**src/rtl/cpu_pkg.sv**
```systemverilog
// Shared encodings for the writeback stage: ops, load sizes, FSM states, flag bits.
package cpu_pkg;

   typedef enum logic [2:0] {
      OP_NOP = 3'd0,
      OP_ALU = 3'd1,
      OP_CMP = 3'd2,
      OP_JMP = 3'd3,
      OP_LD  = 3'd4,
      OP_STR = 3'd5
   } op_e;

   typedef enum logic [1:0] {
      SZ_BYTE  = 2'd0,
      SZ_HALF  = 2'd1,
      SZ_WORD  = 2'd2,
      SZ_WORD3 = 2'd3
   } ld_size_e;

   typedef enum logic {
      ST_IDLE     = 1'b0,
      ST_WAIT_MEM = 1'b1
   } wb_state_e;

   // NZCV bit positions within the flag vector, N in the MSB
   localparam int FLAG_N = 3;
   localparam int FLAG_Z = 2;
   localparam int FLAG_C = 1;
   localparam int FLAG_V = 0;

endpackage

```
**src/rtl/wb_ld_align.sv**
```systemverilog
// Load lane extraction and zero/sign extension of returned memory data.
module wb_ld_align
   import cpu_pkg::*;
#(
   parameter int DATA_W = 32
) (
   input  logic [DATA_W-1:0] data,
   input  logic [1:0]        size,
   input  logic              signed_ld,
   input  logic [1:0]        off,
   output logic [DATA_W-1:0] value
);

   logic [7:0]  byte_lane;
   logic [15:0] half_lane;

   // Pick the addressed lane, then extend it to the full register width
   always_comb begin
      byte_lane = data[{off, 3'b000} +: 8];
      half_lane = data[{off[1], 4'b0000} +: 16];
      value     = data;
      case (size)
         SZ_BYTE: value = {{(DATA_W-8){signed_ld & byte_lane[7]}}, byte_lane};
         SZ_HALF: value = {{(DATA_W-16){signed_ld & half_lane[15]}}, half_lane};
         default: value = data;
      endcase
   end

endmodule

```
**src/rtl/wb_stage.sv**
```systemverilog
// Writeback stage: retires ops into the register file / CPSR, waits for load data.
//
//  state       | meaning
//  ------------+-----------------------------------------------
//  ST_IDLE     | ready for a new op; non-LD ops retire next cycle
//  ST_WAIT_MEM | LD accepted, waiting for mem_rsp_valid
module wb_stage
   import cpu_pkg::*;
#(
   parameter int DATA_W = 32,
   parameter int REG_N  = 16,
   parameter int FLAG_W = 4,
   parameter int RA_W   = $clog2(REG_N)
) (
   input  logic              clk,
   input  logic              rst,
   input  logic              in_valid,
   output logic              in_ready,
   input  logic [2:0]        in_op,
   input  logic [RA_W-1:0]   in_rd_num,
   input  logic [DATA_W-1:0] in_result,
   input  logic [FLAG_W-1:0] in_flags,
   input  logic [1:0]        in_ld_size,
   input  logic              in_ld_signed,
   input  logic [1:0]        in_ld_off,
   input  logic              mem_rsp_valid,
   input  logic [DATA_W-1:0] mem_rsp_data,
   output logic              reg_we,
   output logic [RA_W-1:0]   reg_num,
   output logic [DATA_W-1:0] reg_value,
   output logic              cpsr_we,
   output logic [FLAG_W-1:0] cpsr_flags,
   output logic              retire,
   output logic [31:0]       retire_cnt,
   output logic              rsp_err
);

   wb_state_e         state, state_nxt;
   logic [RA_W-1:0]   ld_rd;
   logic [1:0]        ld_size;
   logic              ld_signed;
   logic [1:0]        ld_off;
   logic [DATA_W-1:0] ld_value;

   logic              accept;
   logic              wr_reg, wr_cpsr, ret_now, ld_capture, err_set;
   logic [RA_W-1:0]   num_d;
   logic [DATA_W-1:0] value_d;

   assign in_ready = (state == ST_IDLE);
   assign accept   = in_valid && in_ready;

   wb_ld_align #(.DATA_W(DATA_W)) u_align (
      .data      (mem_rsp_data),
      .size      (ld_size),
      .signed_ld (ld_signed),
      .off       (ld_off),
      .value     (ld_value)
   );

   // State register
   always_ff @(posedge clk) begin
      if (rst) state <= ST_IDLE;
      else     state <= state_nxt;
   end

   // Next state and the write/retire decisions for this edge
   always_comb begin
      state_nxt  = state;
      wr_reg     = 1'b0;
      wr_cpsr    = 1'b0;
      ret_now    = 1'b0;
      ld_capture = 1'b0;
      err_set    = 1'b0;
      num_d      = in_rd_num;
      value_d    = in_result;
      case (state)
         ST_IDLE: begin
            err_set = mem_rsp_valid;
            if (accept) begin
               case (in_op)
                  OP_ALU: begin wr_reg = 1'b1; wr_cpsr = 1'b1; ret_now = 1'b1; end
                  OP_JMP: begin wr_reg = 1'b1; ret_now = 1'b1; end
                  OP_CMP: begin wr_cpsr = 1'b1; ret_now = 1'b1; end
                  OP_STR: ret_now = 1'b1;
                  OP_LD: begin
                     ld_capture = 1'b1;
                     state_nxt  = ST_WAIT_MEM;
                  end
                  default: ;
               endcase
            end
         end
         ST_WAIT_MEM: begin
            num_d   = ld_rd;
            value_d = ld_value;
            if (mem_rsp_valid) begin
               wr_reg    = 1'b1;
               ret_now   = 1'b1;
               state_nxt = ST_IDLE;
            end
         end
         default: state_nxt = ST_IDLE;
      endcase
   end

   // Output registers, load context capture and retire bookkeeping
   always_ff @(posedge clk) begin
      if (rst) begin
         reg_we     <= 1'b0;
         reg_num    <= '0;
         reg_value  <= '0;
         cpsr_we    <= 1'b0;
         cpsr_flags <= '0;
         retire     <= 1'b0;
         retire_cnt <= '0;
         rsp_err    <= 1'b0;
         ld_rd      <= '0;
         ld_size    <= '0;
         ld_signed  <= 1'b0;
         ld_off     <= '0;
      end else begin
         reg_we  <= wr_reg;
         cpsr_we <= wr_cpsr;
         retire  <= ret_now;
         if (wr_reg) begin
            reg_num   <= num_d;
            reg_value <= value_d;
         end
         if (wr_cpsr) cpsr_flags <= in_flags;
         if (ret_now) retire_cnt <= retire_cnt + 32'd1;
         if (err_set) rsp_err <= 1'b1;
         if (ld_capture) begin
            ld_rd     <= in_rd_num;
            ld_size   <= in_ld_size;
            ld_signed <= in_ld_signed;
            ld_off    <= in_ld_off;
         end
      end
   end

endmodule

```
**config.mk**
```make
export PLATFORM = sky130hd
export DESIGN_NAME = wb_stage
export DESIGN_NICKNAME = d
export VERILOG_FILES = /design/src/rtl/cpu_pkg.sv /design/src/rtl/wb_ld_align.sv /design/src/rtl/wb_stage.sv
export SDC_FILE = /design/constraint.sdc
export NUM_CORES = 1
export LEC_CHECK = 0
export ABC_AREA = 1
export CAP_MARGIN = 40
export CORE_AREA = 2 2 113 115
export DETAILED_ROUTE_END_ITERATION = 8
export DIE_AREA = 0 0 115 117
export MAX_ROUTING_LAYER = met4
export PLACE_DENSITY = 0.74
export SLEW_MARGIN = 40
export SYNTH_ARGS = -nofsm -noshare
export SYNTH_HDL_FRONTEND = slang
export SYNTH_HIERARCHICAL = 1
export SYNTH_SLANG_ARGS = --single-unit
```
**constraint.sdc**
```tcl
create_clock -name clk -period 1.9 [get_ports clk]
set_input_delay 0.285 -clock clk [delete_from_list [all_inputs] [get_ports clk]]
set_output_delay 0.285 -clock clk [all_outputs]
set_load 0.01 [all_outputs]
```
==> results by group, run 1 <==
Outcome
  – Status: finished clean

Floorplanning
  – I/O pins: 161
  – Die footprint: 13460 um2
  – Core outline area: 12310 um2
  – Width of the die: 115 um
  – Site Rows: 41
  – Initial core utilization: 0.3908
  – Chip height: 117 um

Detailed routing
  – Vias: 5216
  – Vias per cell: 5.059
  – DR pass1 iterations: 5
  – DRC viols: 0
  – Initial drt markers: 345
  – Final WL: 14.56 mm
  – Routed wire per std cell: 14.12 um
  – Routed Antenna Nets: 0

Place
  – Cells after DPL: 1016
  – Post-place setup slack: 0.03108 ns
  – Post-DP Area: 6559 um2
  – HPWL after detailed placement: 10.77 mm
  – Gpl congestion: 0.9120
  – IO Port Bufs: 160

Final layout
  – Most common cell after layout, fill and taps aside: nand2_1
  – Non-filler cells, final: 1031
  – Post-route cell area: 6845 um2
  – Final Util: 0.5560
  – Nets@finish: 962
  – Synthesis-to-finish area growth: 42.29%
  – Ant. Diodes: 0
  – Ratio of cells with drive above 1 in the final layout: 0.1022
  – Most frequent cells in the layout: nand2_1, clkdlybuf4s50_1, nor2_1, dfxtp_1, o21ai_0

STA
  – FMAX: 567.6 MHz
  – Final hold violation count: 0
  – Relative slew margins: 0.5614
  – Fin Clk Skew: 0.004201 ns
  – Setup TNS Final: 0 ns
  – RSZ-0062 raised after global routing: no
  – Min cycle time layout: 1.762 ns
  – Hold Slack: 0.4757 ns
  – Final setup margin: 0.1382 ns
  – Setup violators final: 0
  – Final period utilization: 0.9273
  – Max Slew Vio Count: 0
  – Slew @ Worst Pin: 0.6579 ns

Synthesis
  – Sequential-to-total area share from yosys stat: 0.3579
  – Number of cells produced by synthesis: 727
  – Number of synthesized register bits: 86
  – Synth Cell Area: 4811 um2
  – Yosys warns: 6
  – Syn avg cell area: 6.617 um2
  – Post-synth net total: 812
  – Cell variety after synth: 35

Critical path
  – R2r startpoint: ld_off[1]
  – WS Path Type: register to output port
  – Worst endpoint required time: 1.62 ns
  – Critical path origin: state
  – Slowest-stage cell, CP: clkdlybuf4s50_1
  – Crit path largest cell delay: 0.57 ns
  – Top fanout value on the critical path: 16
  – R2R setup slack: 0.24 ns
  – Worst Reg-to-Reg Cells: 10
  – Critical Path AT: 1.48 ns
  – CP Capture Type: output port
  – CP Cell Sequence: inv_4, clkdlybuf4s50_1
  – CP endpoint: in_ready
  – FF-to-FF End: reg_value[26]
  – CP Launch Type: register

Global route
  – First-pass GRT wire length: 23.61 mm
  – Grt ovf: 0
  – Largest net degree at the start of global routing: 50
  – Vias in the first global route: 4955
  – Initial antenna violation count: 0
  – All-layer global routing usage: 0.2295

CTS
  – Clock transition at path regs: 0.06 ns
  – Clk root buf: clkbuf_16
  – Clock Sinks: 86
  – Postcts setup bufs: 0
  – Deepest clock path buffer count: 2
  – H-Tree Level Count: 3
  – Worst skew pair latency: 0.35 ns
  – Total CTS buffers: 9
  – TritonCTS clock tree: built

Worst hold path
  – HP Start: ld_rd[3]
  – Worst hold path class: register to register

Power and ir drop
  – Power consumption: 4.378 mW
  – Leakage power: 2.843 nW
  – Cell Pwr Density: 639.6 nW/um2
  – Worst vdd ir: 0.0003824 V

Flow run
  – Max-cap viol count: 0
## cell families (layout without fill, tap and decap cells)
kind of cell    Yosys count  in the layout  synth area share
xor+xnor                  4              4          0.007284
buf+inv                  75            229           0.07126
simple gates            442            442            0.4237
compound gates          119            119            0.1373
flops                    86             86            0.3579
fa+ha+maj                 1              1          0.002600
## layout make-up
class	instances	area, um2
clock inverters	1	30.03
repair buffers	175	1752
well taps	150	187.7
flip-flops and latches	86	1722
clock buffers	14	254.0
inverters	39	153.9
multi-input cells	566	2746
fillers	1187	5466
## registers in the layout (all words and copies together) (netlist names)
name	cells
reg_value	32
retire_cnt	32
cpsr_flags	4
ld_rd	4
reg_num	4
ld_off	2
ld_size	2
cpsr_we	1
ld_signed	1
reg_we	1
retire	1
rsp_err	1
state	1
## per-layer routing
| metal | vias up | track usage | share of wire |
|---|---|---|---|
| met3 | 24 | 0.05973 | 0.069 |
| met1 | 2348 | 0.2781 | 0.45 |
| li1 | 2663 | - | - |
| met4 | 0 | 0.07791 | 0.020 |
| met5 | - | - | 0 |
| met2 | 181 | 0.3725 | 0.46 |
## synth_stat cells, drive strengths merged
cell	instances	area (um2)
and3	1	6.260
clkbuf	18	67.56
nand2	264	1055
inv	38	147.6
o21ai	59	295.3
a21oi	20	111.4
nor3	9	55.05
buf	18	123.9
a22oi	1	7.510
nand4	7	43.79
a31oi	37	231.5
nor2	108	493.0
nand3b	2	15.01
dfxtp	86	1722
xor2	3	26.28
nand3	51	370.4
ha	1	12.51
xnor2	1	8.760
o21bai	2	15.01
clkinv	1	3.750
## how the worst min path moves through the flow
stage | endpoint | slack (ns) | depth (start not counted)
2_1_floorplan | rsp_err | 0.43 | 2
3_3_place_gp | ld_rd[1] | 0.46 | 2
3_5_place_dp | ld_rd[1] | 0.47 | 2
4_1_cts | reg_num[2] | 0.48 | 2
5_1_grt | reg_num[3] | 0.51 | 2
6_report | reg_num[3] | 0.48 | 2
## report_power, final
group	leakage [nW]	switching (mW)	internal, mW
sequential	0.700	0.0426	1.87
combinational	2.01	0.332	0.374
clock	0.137	0.708	1.05
## repair_timing
item                                    CTS  global route
hold buffers                              0             0
endpoints found under the setup margin    0             1
resized for setup                         0             2
## worst max-delay path, delay by kind of cell, from the launching register on
kind     cells  cell delay, ns
buf+inv      2            0.76
flops        1            0.37
No activity file was read; power rests on OpenSTA's default activity.
==> run 2: changes to the inputs <==
- CELL_PAD_IN_SITES_DETAIL_PLACEMENT: unset -> 0
- CELL_PAD_IN_SITES_GLOBAL_PLACEMENT: unset -> 2
- CORE_AREA: 2 2 113 115 -> 2 2 145 147
- DIE_AREA: 0 0 115 117 -> 0 0 147 149
- PLACE_DENSITY: 0.74 -> 0.83
==> results by group, run 2 (synthesis gave the netlist of run 1 again) <==
Global route
  – Initial antenna violation count: 1 (+1)
  – First-pass GRT wire length: 27.14 mm (+15%)
  – Grt ovf: 0 (unchanged)
  – Largest net degree at the start of global routing: 47 (-6.0%)
  – Vias in the first global route: 5031 (+1.5%)
  – All-layer global routing usage: 0.1629 (-0.06656)

STA
  – Setup TNS Final: 0 ns (unchanged)
  – Setup violators final: 0 (unchanged)
  – Relative slew margins: 0.7061 (+0.1447)
  – Max Slew Vio Count: 0 (unchanged)
  – Final setup margin: 0.1956 ns (+0.05745 ns)
  – Slew @ Worst Pin: 0.4408 ns (-0.2171 ns)
  – FMAX: 586.7 MHz (+3.4%)
  – Final period utilization: 0.8970 (-0.03024)
  – Min cycle time layout: 1.704 ns (-0.05745 ns)
  – Final hold violation count: 0 (unchanged)
  – Fin Clk Skew: 0.01301 ns (+0.008807 ns)
  – RSZ-0062 raised after global routing: no

Critical path
  – Crit path largest cell delay: 0.60 ns (+0.03 ns)
  – Cell family with most CP delay: buffers and inverters
  – Top fanout value on the critical path: 6 (-10)
  – CP Launch Type: register
  – CP Capture Type: output port
  – Worst endpoint required time: 1.62 ns (about the same)
  – R2R setup slack: 0.23 ns (about the same)
  – Slowest-stage cell, CP: clkdlybuf4s50_1
  – WP buf/inv: 1 (-1)
  – Critical Path AT: 1.42 ns (-0.06 ns)
  – WS Path Type: register to output port
  – CP Cell Sequence: clkdlybuf4s50_1

Detailed routing
  – Vias: 5181 (-0.67%)
  – DRC viols: 0 (unchanged)
  – Vias per cell: 4.463 (-12%)
  – DR pass1 iterations: 4 (-1)
  – Initial drt markers: 265 (-23%)
  – Final WL: 17.10 mm (+17%)
  – Routed Antenna Nets: 0 (unchanged)
  – Routed wire per std cell: 14.73 um (+4.3%)

Final layout
  – FF/Latch Area: 1722 um2 (unchanged)
  – Layout fillers: 2272 (+91%)
  – Most frequent cells in the layout: nand2_1, clkdlybuf4s50_1, nor2_1, dfxtp_1, o21ai_0
  – Final Util: 0.3432 (-0.2128)
  – Area of the multi-input gates: 2746 um2 (unchanged)
  – Post-route cell area: 7056 um2 (+3.1%)
  – Synthesis-to-finish area growth: 46.66%
  – Largest registers: reg_value: 32 flops, retire_cnt: 32 flops
  – Nets@finish: 967 (+0.52%)
  – Ratio of cells with drive above 1 in the final layout: 0.1107 (+0.008578)
  – Most common cell after layout, fill and taps aside: nand2_1

Place
  – Post-place setup slack: 0.08484 ns (+0.05376 ns)
  – Post-DP Area: 6765 um2 (+3.1%)
  – Gpl congestion: 0.8471 (-7.1%)
  – HPWL after detailed placement: 12.99 mm (+21%)
  – IO Port Bufs: 160 (unchanged)

CTS
  – Clock transition at path regs: 0.07 ns (about the same)
  – H-Tree Level Count: 3 (unchanged)
  – Cts hold-fix bufs: 0 (unchanged)
  – Postcts setup bufs: 0 (unchanged)
  – TritonCTS clock tree: built
  – Deepest clock path buffer count: 2 (unchanged)
  – Worst skew pair latency: 0.35 ns (about the same)
  – Total CTS buffers: 9 (unchanged)
  – Post-CTS sizing: 0 (unchanged)
  – Clock Sinks: 86 (unchanged)
  – Clk root buf: clkbuf_16

Power and ir drop
  – NetSw: 1.157 mW (+6.9%)
  – Comb power frac: 0.164 (+0.003)
  – Worst vdd ir: 0.0003905 V (+2.1%)
  – Clk pwr share: 0.406 (+0.005)
  – Cell Pwr Density: 630.5 nW/um2 (-1.4%)
  – Sequential Power Share: 0.430 (-0.007)
  – Leakage power: 2.879 nW (+1.2%)
  – Sw Ratio: 0.2600 (+0.01293)
  – P_int: 3.292 mW (-0.14%)
  – Power consumption: 4.449 mW (+1.6%)

Outcome
  – Status: finished clean

Floorplanning
  – Width of the die: 147 um (+28%)
  – Initial core utilization: 0.2340 (-0.1567)
  – Site Rows: 53 (+29%)
  – Die footprint: 21900 um2 (+63%)
  – I/O pins: 161 (unchanged)
  – Chip height: 149 um (+27%)
  – Core outline area: 20560 um2 (+67%)

Flow run
  – Max-cap viol count: 0 (unchanged)

Worst hold path
  – Worst hold path class: register to register
-- run 2: cell type report --
type                    instances  share of cell area
clock inverters                 4            0.006916
multi-input cells             566              0.3893
diodes                          1           0.0003547
repair buffers                180              0.2554
inverters                      39             0.02146
flip-flops and latches         86              0.2440
well taps                     275             0.04877
clock buffers                  10             0.03387
-- run 2: power by group through the flow --
stage                     combinational (mW)  sequential, mW  clock [mW]
after global routing                   0.801            1.92        1.94
after CTS                              0.741            1.91        1.87
final                                  0.729            1.91        1.81
after global placement                 0.740            1.96           0
after floorplan                        0.294            1.97           0
after detailed placement               0.738            1.95           0
-- run 2: metal layers --
| metal | up-vias | GRT usage | wire (um) |
|---|---|---|---|
| met5 | - | - | 0 |
| met4 | 0 | 0.04087 | 190 |
| met3 | 14 | 0.04832 | 1156 |
| met2 | 152 | 0.2610 | 7908 |
| met1 | 2327 | 0.2024 | 7842 |
| li1 | 2688 | - | - |
-- run 2: final timing paths --
| path | end | start | depth (start not counted) |
|---|---|---|---|
| max | retire_cnt[16] | retire_cnt[16] | 1 |
| min | ld_rd[0] | ld_rd[0] | 2 |
| max reg2reg | reg_value[29] | ld_size[1] | 6 |
| min reg2reg | ld_rd[0] | ld_rd[0] | 2 |
-- run 2: metrics by stage --
step / instances / hold WS, ns
6_report: 1161 / 0.4767
2_1_floorplan: 727 / 0.4297
5_1_grt: 1161 / 0.4933
3_3_place_gp: 1146 / 0.4582
3_5_place_dp: 1146 / 0.4647
4_1_cts: 1160 / 0.4768
-- run 2: tightest hold or removal path, delay by kind of cell, from the launching register on --
| kind | cells | cell delay, ns |
|---|---|---|
| flops | 1 | 0.33 |
| simple gates | 2 | 0.12 |
==> run 3: changes to the inputs <==
- SKIP_CTS_REPAIR_TIMING: unset -> 1
==> results of run 3 <==
No change in the layout: final DEF, timing and power equal those of run 2.
